<file path="config.mk">
export PLATFORM = sky130hd
export DESIGN_NAME = uart_tx_arbiter_flat
export DESIGN_NICKNAME = d
export VERILOG_FILES = /design/src/rtl/uart_tx_arbiter_if.sv /design/src/rtl/uart_tx_arbiter.sv /design/src/flat_wrapper.sv
export SDC_FILE = /design/constraint.sdc
export NUM_CORES = 1
export LEC_CHECK = 0
export CAP_MARGIN = 20
export CORE_ASPECT_RATIO = 0.8
export CORE_MARGIN = 1
export CORE_UTILIZATION = 46
export CTS_CLUSTER_DIAMETER = 80
export DETAILED_ROUTE_END_ITERATION = 6
export PLACE_DENSITY_LB_ADDON = 0.3
export REMOVE_ABC_BUFFERS = 1
export SLEW_MARGIN = 5
export SYNTH_ARGS = -nofsm -noshare
export SYNTH_HDL_FRONTEND = slang
export SYNTH_SLANG_ARGS = --single-unit
export TNS_END_PERCENT = 1
</file>
<file path="constraint.sdc">
create_clock -name i_clk -period 3.5 [get_ports i_clk]
set_input_delay 0.525 -clock i_clk [delete_from_list [all_inputs] [get_ports i_clk]]
set_output_delay 0.525 -clock i_clk [all_outputs]
set_load 0.01 [all_outputs]
</file>
<file path="src/rtl/uart_tx_arbiter_if.sv">
// ----------------------------------------------------------------------------
// uart_tx_arbiter_if
//
// Bundles the requester handshake and the uart_tx load/busy signals of the
// uart_tx_arbiter.
//   slave  : the arbiter side (consumes requests and tx_busy, drives the
//            ready pulses, the uart_tx load and the grant status).
//   master : the environment side (requesters plus uart_tx).
//
// Signals
//   i_req_valid  [NumReq]    requester k offers a byte
//   i_req_data   [8*NumReq]  requester k's byte on bits [8k+7:8k]
//   i_req_last   [NumReq]    offered byte ends its packet
//   o_req_ready  [NumReq]    one-hot accept pulse
//   o_tx_enable              one-cycle load strobe to uart_tx
//   o_tx_data    [8]         byte presented to uart_tx
//   i_tx_busy                busy flag from uart_tx
//   o_grant_valid            a requester owns the transmitter
//   o_grant_idx  [IdxW]      index of the owner
//   o_busy_err               pulse when tx_busy never rose after a load
// ----------------------------------------------------------------------------
interface uart_tx_arbiter_if #(
    parameter int NumReq = 4,
    parameter int IdxW   = 2
);
    logic [NumReq-1:0]   i_req_valid;
    logic [8*NumReq-1:0] i_req_data;
    logic [NumReq-1:0]   i_req_last;
    logic [NumReq-1:0]   o_req_ready;
    logic                o_tx_enable;
    logic [7:0]          o_tx_data;
    logic                i_tx_busy;
    logic                o_grant_valid;
    logic [IdxW-1:0]     o_grant_idx;
    logic                o_busy_err;

    modport slave (
        input  i_req_valid, i_req_data, i_req_last, i_tx_busy,
        output o_req_ready, o_tx_enable, o_tx_data,
               o_grant_valid, o_grant_idx, o_busy_err
    );

    modport master (
        output i_req_valid, i_req_data, i_req_last, i_tx_busy,
        input  o_req_ready, o_tx_enable, o_tx_data,
               o_grant_valid, o_grant_idx, o_busy_err
    );
endinterface

</file>
<file path="src/rtl/uart_tx_arbiter.sv">
// ----------------------------------------------------------------------------
// uart_tx_arbiter
//
// Round-robin arbiter sharing one uart_tx between NumReq byte-stream
// requesters. One byte is accepted at a time, loaded into uart_tx with a
// one-cycle strobe, and the arbiter then follows tx_busy until the frame is
// done. Packets (bytes up to one marked last) stay contiguous on the wire.
//
// Ports
//   i_clk    single clock
//   i_rst_n  synchronous active-low reset
//   bus      uart_tx_arbiter_if.slave (requester handshake, uart_tx load/busy,
//            grant status, busy-timeout error)
// ----------------------------------------------------------------------------
module uart_tx_arbiter #(
    parameter int NumReq      = 4,
    parameter int IdxW        = 2,
    parameter int BusyTimeout = 16
) (
    input  logic                 i_clk,
    input  logic                 i_rst_n,
    uart_tx_arbiter_if.slave     bus
);
    localparam int CntW = $clog2(BusyTimeout) + 1;

    typedef enum logic [1:0] {
        ST_IDLE,
        ST_LOAD,
        ST_WAIT_START,
        ST_WAIT_DONE
    } state_t;

    state_t          state_q, state_d;
    logic [IdxW-1:0] ptr_q;
    logic [IdxW-1:0] owner_q;
    logic            lock_q;
    logic [CntW-1:0] cnt_q;
    logic [7:0]      tx_data_q;

    logic            win_found;
    logic [IdxW-1:0] win_idx;
    logic            accept;
    logic [7:0]      acc_data;
    logic            acc_last;
    logic            tx_enable;
    logic            busy_err;

    // Successor of a requester index, wrapping at NumReq-1 (NumReq need not
    // be a power of two).
    function automatic logic [IdxW-1:0] next_idx(input logic [IdxW-1:0] i);
        if (int'(i) >= NumReq - 1) return '0;
        return i + IdxW'(1);
    endfunction

    // Round-robin scan starting at ptr. While a packet is open only the
    // owner is eligible, so the scan can only ever hit the owner.
    // NOTE: every signal written here gets a default before any branch;
    // otherwise a path that skips the assignment infers a latch.
    always_comb begin
        int k;
        logic [IdxW-1:0] cand;
        win_found = 1'b0;
        win_idx   = ptr_q;
        k         = 0;
        cand      = '0;
        for (int off = 0; off < NumReq; off++) begin
            k = int'(ptr_q) + off;
            if (k >= NumReq) k = k - NumReq;
            cand = IdxW'(k);
            if (!win_found && bus.i_req_valid[cand] && (!lock_q || cand == owner_q)) begin
                win_found = 1'b1;
                win_idx   = cand;
            end
        end
    end

    // Accept is gated by reset so no handshake is seen while in reset.
    assign accept   = (state_q == ST_IDLE) && win_found && !bus.i_tx_busy && i_rst_n;
    assign acc_data = bus.i_req_data[{win_idx, 3'b000} +: 8];
    assign acc_last = bus.i_req_last[win_idx];

    always_comb begin
        bus.o_req_ready = '0;
        if (accept) bus.o_req_ready[win_idx] = 1'b1;
    end

    // Next-state logic and strobes.
    always_comb begin
        state_d   = state_q;
        tx_enable = 1'b0;
        busy_err  = 1'b0;
        unique case (state_q)
            ST_IDLE: begin
                if (accept) state_d = ST_LOAD;
            end
            ST_LOAD: begin
                tx_enable = 1'b1;
                state_d   = ST_WAIT_START;
            end
            ST_WAIT_START: begin
                if (bus.i_tx_busy) begin
                    state_d = ST_WAIT_DONE;
                end else if (cnt_q == CntW'(BusyTimeout - 1)) begin
                    // This increment is the one that reaches BusyTimeout.
                    busy_err = 1'b1;
                    state_d  = ST_IDLE;
                end
            end
            ST_WAIT_DONE: begin
                if (!bus.i_tx_busy) state_d = ST_IDLE;
            end
            default: state_d = ST_IDLE;
        endcase
    end

    // NOTE: state registers use non-blocking assignments so every flop
    // samples the pre-edge values, independent of statement order.
    always_ff @(posedge i_clk) begin
        if (!i_rst_n) begin
            state_q   <= ST_IDLE;
            ptr_q     <= '0;
            owner_q   <= '0;
            lock_q    <= 1'b0;
            cnt_q     <= '0;
            tx_data_q <= '0;
        end else begin
            state_q <= state_d;
            unique case (state_q)
                ST_IDLE: begin
                    if (accept) begin
                        tx_data_q <= acc_data;
                        owner_q   <= win_idx;
                        lock_q    <= ~acc_last;
                        if (acc_last) ptr_q <= next_idx(win_idx);
                    end
                end
                ST_LOAD: begin
                    cnt_q <= '0;
                end
                ST_WAIT_START: begin
                    if (!bus.i_tx_busy) begin
                        cnt_q <= cnt_q + CntW'(1);
                        // A dead transmitter also releases any open packet.
                        if (busy_err) begin
                            lock_q <= 1'b0;
                            ptr_q  <= next_idx(owner_q);
                        end
                    end
                end
                default: ;
            endcase
        end
    end

    assign bus.o_tx_enable   = tx_enable;
    assign bus.o_busy_err    = busy_err;
    assign bus.o_tx_data     = tx_data_q;
    assign bus.o_grant_valid = (state_q != ST_IDLE) | lock_q;
    assign bus.o_grant_idx   = owner_q;
endmodule

</file>
<file path="src/flat_wrapper.sv">
// flat-port wrapper written by rule: the top's interface ports become plain ports
module uart_tx_arbiter_flat 
#(
    parameter int NumReq      = 4,
    parameter int IdxW        = 2,
    parameter int BusyTimeout = 16
)
  (i_clk, i_rst_n, bus_i_req_valid, bus_i_req_data, bus_i_req_last, bus_i_tx_busy, bus_o_req_ready, bus_o_tx_enable, bus_o_tx_data, bus_o_grant_valid, bus_o_grant_idx, bus_o_busy_err);
  uart_tx_arbiter_if #(.NumReq(NumReq), .IdxW(IdxW)) bus_i ();
  input  logic i_clk;
  input  logic i_rst_n;
  input wire logic [$bits(bus_i.i_req_valid)-1:0] bus_i_req_valid;
  input wire logic [$bits(bus_i.i_req_data)-1:0] bus_i_req_data;
  input wire logic [$bits(bus_i.i_req_last)-1:0] bus_i_req_last;
  input wire logic [$bits(bus_i.i_tx_busy)-1:0] bus_i_tx_busy;
  output wire logic [$bits(bus_i.o_req_ready)-1:0] bus_o_req_ready;
  output wire logic [$bits(bus_i.o_tx_enable)-1:0] bus_o_tx_enable;
  output wire logic [$bits(bus_i.o_tx_data)-1:0] bus_o_tx_data;
  output wire logic [$bits(bus_i.o_grant_valid)-1:0] bus_o_grant_valid;
  output wire logic [$bits(bus_i.o_grant_idx)-1:0] bus_o_grant_idx;
  output wire logic [$bits(bus_i.o_busy_err)-1:0] bus_o_busy_err;
  assign bus_i.i_req_valid = bus_i_req_valid;
  assign bus_i.i_req_data = bus_i_req_data;
  assign bus_i.i_req_last = bus_i_req_last;
  assign bus_i.i_tx_busy = bus_i_tx_busy;
  assign bus_o_req_ready = bus_i.o_req_ready;
  assign bus_o_tx_enable = bus_i.o_tx_enable;
  assign bus_o_tx_data = bus_i.o_tx_data;
  assign bus_o_grant_valid = bus_i.o_grant_valid;
  assign bus_o_grant_idx = bus_i.o_grant_idx;
  assign bus_o_busy_err = bus_i.o_busy_err;
  uart_tx_arbiter #(.NumReq(NumReq), .IdxW(IdxW), .BusyTimeout(BusyTimeout)) u_core (.i_clk(i_clk), .i_rst_n(i_rst_n), .bus(bus_i));
endmodule
</file>
# Word level (Yosys, flattened, before mapping)
# Index checks and enable logic that the tools add are counted.
# word_totals
register_bits	20
in_bits	43
# op_classes
addsub	10
magnitude_cmp	12
n_eq_ne	14
shift	1
n_mux	59
bitwise_logic	2
n_reduce_logical	29
# op_table
op	n
$mux W2	20
$shiftx A32 B6 Y8	1
$mux W1	27
$lt A2 B3 Y1 const B	5
$logic_and A1 B1 Y1	11
$bmux W1 S2	5
$pmux W5 S2	1
$ge A3 B3 Y1 const B	3
$eq A2 B2 Y1	4
$pmux W2 S4	1
$sub A2 B1 Y2 const B	4
$add A2 B2 Y3 const B	2
$ne A2 B2 Y1 const B	3
$reduce_bool A2 Y1	3
$add A5 B1 Y5 const B	1
$eq A5 B4 Y1 const B	1
$logic_not A1 Y1	5
$mux W5	1
$reduce_and A5 Y1	1
$add A2 B1 Y2 const B	2
$eq A2 B2 Y1 const B	2
$ge A2 B2 Y1 const B	2
$logic_or A1 B1 Y1	4
$mux W4	1
15 further kinds	17

# Logic depth before layout (Yosys ltp)
# logic_depth
ltp_word	28
mapped_depth	12
ltp_nobuf	10

# Worst setup path after synthesis
# OpenSTA, ideal clock, no wires.
# synth_timing
kind	input -> output
start	input port bus_i_req_valid[1]
end	output port bus_o_req_ready[0]
t_arrival_ns	2.280
path_slack_ns	0.695
cell_stages	8
path_buffers	1
cell_sequence	mux2_4 a22oi_2 o22ai_2 or4_1 and4_4 buf_6 ha_1 and2_1
# synth_between
elab_chain_len	21
# synth_lines
element	line_no	source
start, declared	flat_wrapper.sv:12	input wire logic [$bits(bus_i.i_req_valid)-1:0] bus_i_req_valid;
$bmux W1 S2	uart_tx_arbiter.sv:70	if (!win_found && bus.i_req_valid[cand] && (!lock_q || cand == owner_q)) begin
$mux W1 (implied by the code)	uart_tx_arbiter.sv:70	
$logic_and A1 B1 Y1	uart_tx_arbiter.sv:70	
$mux W1	uart_tx_arbiter.sv:70	
$logic_not A1 Y1	uart_tx_arbiter.sv:70	
$logic_and A1 B1 Y1 (2 in series)	uart_tx_arbiter.sv:70	
$mux W1	uart_tx_arbiter.sv:70	
$logic_not A1 Y1	uart_tx_arbiter.sv:70	
[... 3 more ...]	-	
$logic_not A1 Y1	uart_tx_arbiter.sv:70	
$logic_and A1 B1 Y1 (2 in series)	uart_tx_arbiter.sv:70	
$mux W2	uart_tx_arbiter.sv:70	
$lt A2 B3 Y1 (implied by the code) or $ge A2 B1 Y1 (tied branches)	uart_tx_arbiter.sv:84	if (accept) bus.o_req_ready[win_idx] = 1'b1;
$logic_and A1 B1 Y1 (implied by the code)	uart_tx_arbiter.sv:84	
$mux W1 (implied by the code)	uart_tx_arbiter.sv:84	
$demux W1 S2	-	
$mux W4 *	uart_tx_arbiter.sv:84	
end, declared	flat_wrapper.sv:16	output wire logic [$bits(bus_i.o_req_ready)-1:0] bus_o_req_ready;
# Every way passes the cells marked *; elsewhere a longest branch is shown, timed or not. The select of a mux whose other input is x is not followed.

# Worst setup path in the final report
# Ends and elaborated chain as after synthesis.

==> flow_summary.json <==
{
  "status": "finished, final reports clean",
  "wirelength_met1_um": 2060,
  "arrival_ns": 2.89,
  "cp_top_family": "simple AND/OR/NAND/NOR gates",
  "drc_errors": 0,
  "seq_area_frac_synth": 0.221,
  "syn_area_per_cell_sq_um": 8.89,
  "io_buffers": 59,
  "cts_tree": "built",
  "ios": 60,
  "grt_overflow": 0,
  "wl_met3_um": 389,
  "nFillCells": 328,
  "layout_min_cycle_time_ns": 3.42,
  "synth_area_leader_cell": "dfxtp_1",
  "hp-start": "u_core.bus.o_tx_data[5]",
  "clk-insertion-delay-late_ns": 0.27,
  "synth_area_sq_um": 1810,
  "min_to": "u_core.bus.o_tx_data[5]",
  "synthToLayoutAreaGrowth_pct": 43.0,
  "die_area_sq_um": 4200,
  "yosysMostFrequentCell": "mux2i_1",
  "synthDistinctLibCells": 46,
  "power_density_nw_per_um2": 522,
  "holdPathStages": 2,
  "synth_warnings": 0,
  "finalHoldViolCount": 0,
  "dp_hpwl_um": 3570,
  "timing.rr.start": "u_core.ptr_q[1]",
  "r2r_cells": 11,
  "max_freq_mhz": 292,
  "multi_input_area_sq_um": 1310,
  "slew_headroom": 0.666,
  "rows": 20,
  "drt_wl_total_um": 4600,
  "postPlaceCellArea_sq_um": 2510,
  "ir_drop_mv": 0.312,
  "synthArstFlopShare": 0,
  "grt_pass1_wl_um": 7710,
  "final_max_slew_viol_count": 0,
  "synth_area_leaders": "dfxtp_1 22%, mux2i_1 16%, mux2_4 9.9%",
  "first_global_vias": 1665,
  "worstSetupStartpointType": "input pin",
  "worstPathRequired_ns": 2.97,
  "leakage_nw": 1.18,
  "dr.first_iter.drc_count": 137,
  "path_buf_inv": 2,
  "cp_max_fo": 6,
  "crit_chain": "clkdlybuf4s50_1 -> mux2_4 -> a22oi_2 -> o22ai_2 -> or4_1 -> and4_4 -> ha_1 -> and2_1 -> dlygate4sd2_1",
  "cts_hold_buf": 0,
  "dr_wl_met2_um": 2130,
  "top_layer": "met4",
  "ys_seq_elements": 20,
  "antenna_found_initial": 0,
  "h-tree-depth": 1,
  "worst_pin_slew_ns": 0.501,
  "grt.total_usage": 0.236,
  "fin_nets": 320,
  "synth_top_area_frac": 0.221,
  "synth-edff-count": 0,
  "cpPeakStageDelay_ns": 0.50,
  "syn-instance-count": 204,
  "numCtsBuffers": 3,
  "final_util": 0.687,
  "wl_per_cell_um": 14.2,
  "start_util": 0.480,
  "gp_congestion": 0.845,
  "reg2reg_slack_ns": 0.71,
  "maxCapViolations": 0,
  "n_antenna_cell": 0,
  "drt-vias-per-instance": 5.51,
  "dominantRegCellSynth": "dfxtp_1",
  "final_area_sq_um": 2590,
  "critical_path_class": "in2out",
  "fin_skew_ns": 0.00134,
  "grt_max_degree": 23,
  "ff_latch_area_sq_um": 402,
  "die_w_um": 72.2,
  "core-area_sq_um": 3780,
  "regToRegEndpoint": "u_core.ptr_q[1]",
  "cts_buffer_depth": 2,
  "cts.sinks": 20,
  "die_y_um": 58.2,
  "slowest_stage": "or4_1",
  "vias": 1785,
  "ys_top_cells_by_count": "29 x mux2i_1, 20 x dfxtp_1, 16 x nand2_1, 14 x nor2_1, 12 x mux2_4",
  "critical_path.endpoint_type": "output pin",
  "ant_nets": 0,
  "timing.final.crit_share": 0.977,
  "path_clk_slew_ns": 0.08,
  "firstDrtPassIters": 4,
  "hp-class": "reg2reg",
  "cts_root_buf": "clkbuf_8",
  "finalSetupViolCount": 0,
  "drive_gt1_frac": 0.167
}
[report_power, final]
part / switching (W) / internal [W] / leakage [nW]
registers: 0.0000431 / 0.000266 / 0.164
logic: 0.000356 / 0.000446 / 0.981
clock network: 0.0000898 / 0.000153 / 0.0357
total: 0.000489 / 0.000865 / 1.18
[how the worst max path moves through the flow]
| stage | startpoint | to | slack [ns] | cells after the start |
|---|---|---|---|---|
| 6_report | bus_i_req_valid[1] | bus_o_req_ready[0] | 0.08 | 9 |
| 5_1_grt | bus_i_req_valid[1] | bus_o_req_ready[0] | -0.02 | 9 |
| 3_3_place_gp | bus_i_req_valid[1] | bus_o_req_ready[3] | -0.12 | 10 |
| 4_1_cts | bus_i_req_valid[1] | bus_o_req_ready[0] | 0.03 | 9 |
| 3_5_place_dp | bus_i_req_valid[1] | bus_o_req_ready[1] | -0.19 | 10 |
| 2_1_floorplan | u_core.ptr_q[1] | bus_o_req_ready[0] | 0.14 | 6 |
[cells in the final DEF, fill, tap and decap left out, drive strengths merged, types with 7 or more instances in the layout]
cell type	synthesis	routed
a21oi	9	9
buf	7	16
clkdlybuf4s50	0	55
dfxtp	20	20
ha	7	7
inv	8	8
mux2	13	13
mux2i	29	29
nand2	16	16
nand3	7	7
nor2	15	15
[cell type report]
| class | count | area share |
|---|---|---|
| sequential | 20 | 0.155 |
| inverter | 9 | 0.0135 |
| multi-input combinational | 161 | 0.505 |
| clock buffer | 3 | 0.0159 |
| clock inverter | 1 | 0.0116 |
| tap | 55 | 0.0265 |
| timing repair buffer | 75 | 0.272 |
[repair_timing]
| item | 4_1_cts | 5_1_grt |
|---|---|---|
| pin swaps | 0 | 5 |
| setup buffers | 0 | 1 |
| setup endpoints to repair | 4 | 4 |
| gates resized for setup | 4 | 4 |
[tightest hold or removal path: stages, from the launching register on]
cell,delay (ns)
dfxtp_1,0.32
nand2_1,0.05
mux2i_1,0.05
[logic make-up (layout without fill, tap and decap cells)]
kind of cell / count (synthesis) / in the layout / share of synthesized area
buffers and inverters: 23 / 88 / 0.0634
muxes: 42 / 42 / 0.266
AOI/OAI and AO/OA: 44 / 44 / 0.193
DFF: 20 / 20 / 0.221
and+or+nand+nor: 66 / 66 / 0.199
xor gates and xnor gates: 2 / 2 / 0.00966
adders and majority gates: 7 / 7 / 0.0483
[per-layer routing]
metal / track usage / up-vias
li1: - / 872
met1: 0.310 / 844
met2: 0.393 / 67
met3: 0.0730 / 2
met4: 0.0252 / 0
met5: 0 / -
[flip-flops by register name, indices dropped and copies added, names as in the netlist]
name,cells
u_core.ptr_q,2
u_core.bus.o_grant_idx,2
u_core.lock_q,1
u_core.cnt_q,5
u_core.bus.o_tx_data,8
u_core.state_q,2
[per-stage QoR]
| stage | cells | hold WS (ns) | TNS, ns | setup WS [ns] | power (W) |
|---|---|---|---|---|---|
| 3_5_place_dp | 319 | 0.455 | -0.617 | -0.186 | 0.00110 |
| 4_1_cts | 323 | 0.466 | 0 | 0.0327 | 0.00135 |
| 6_report | 324 | 0.464 | 0 | 0.0805 | 0.00135 |
| 2_1_floorplan | 190 | 0.479 | 0 | 0.141 | 0.000806 |
| 5_1_grt | 324 | 0.490 | -0.0230 | -0.0201 | 0.00144 |
| 3_3_place_gp | 319 | 0.442 | -0.409 | -0.119 | 0.00109 |
(Power assumes the default switching activity.)
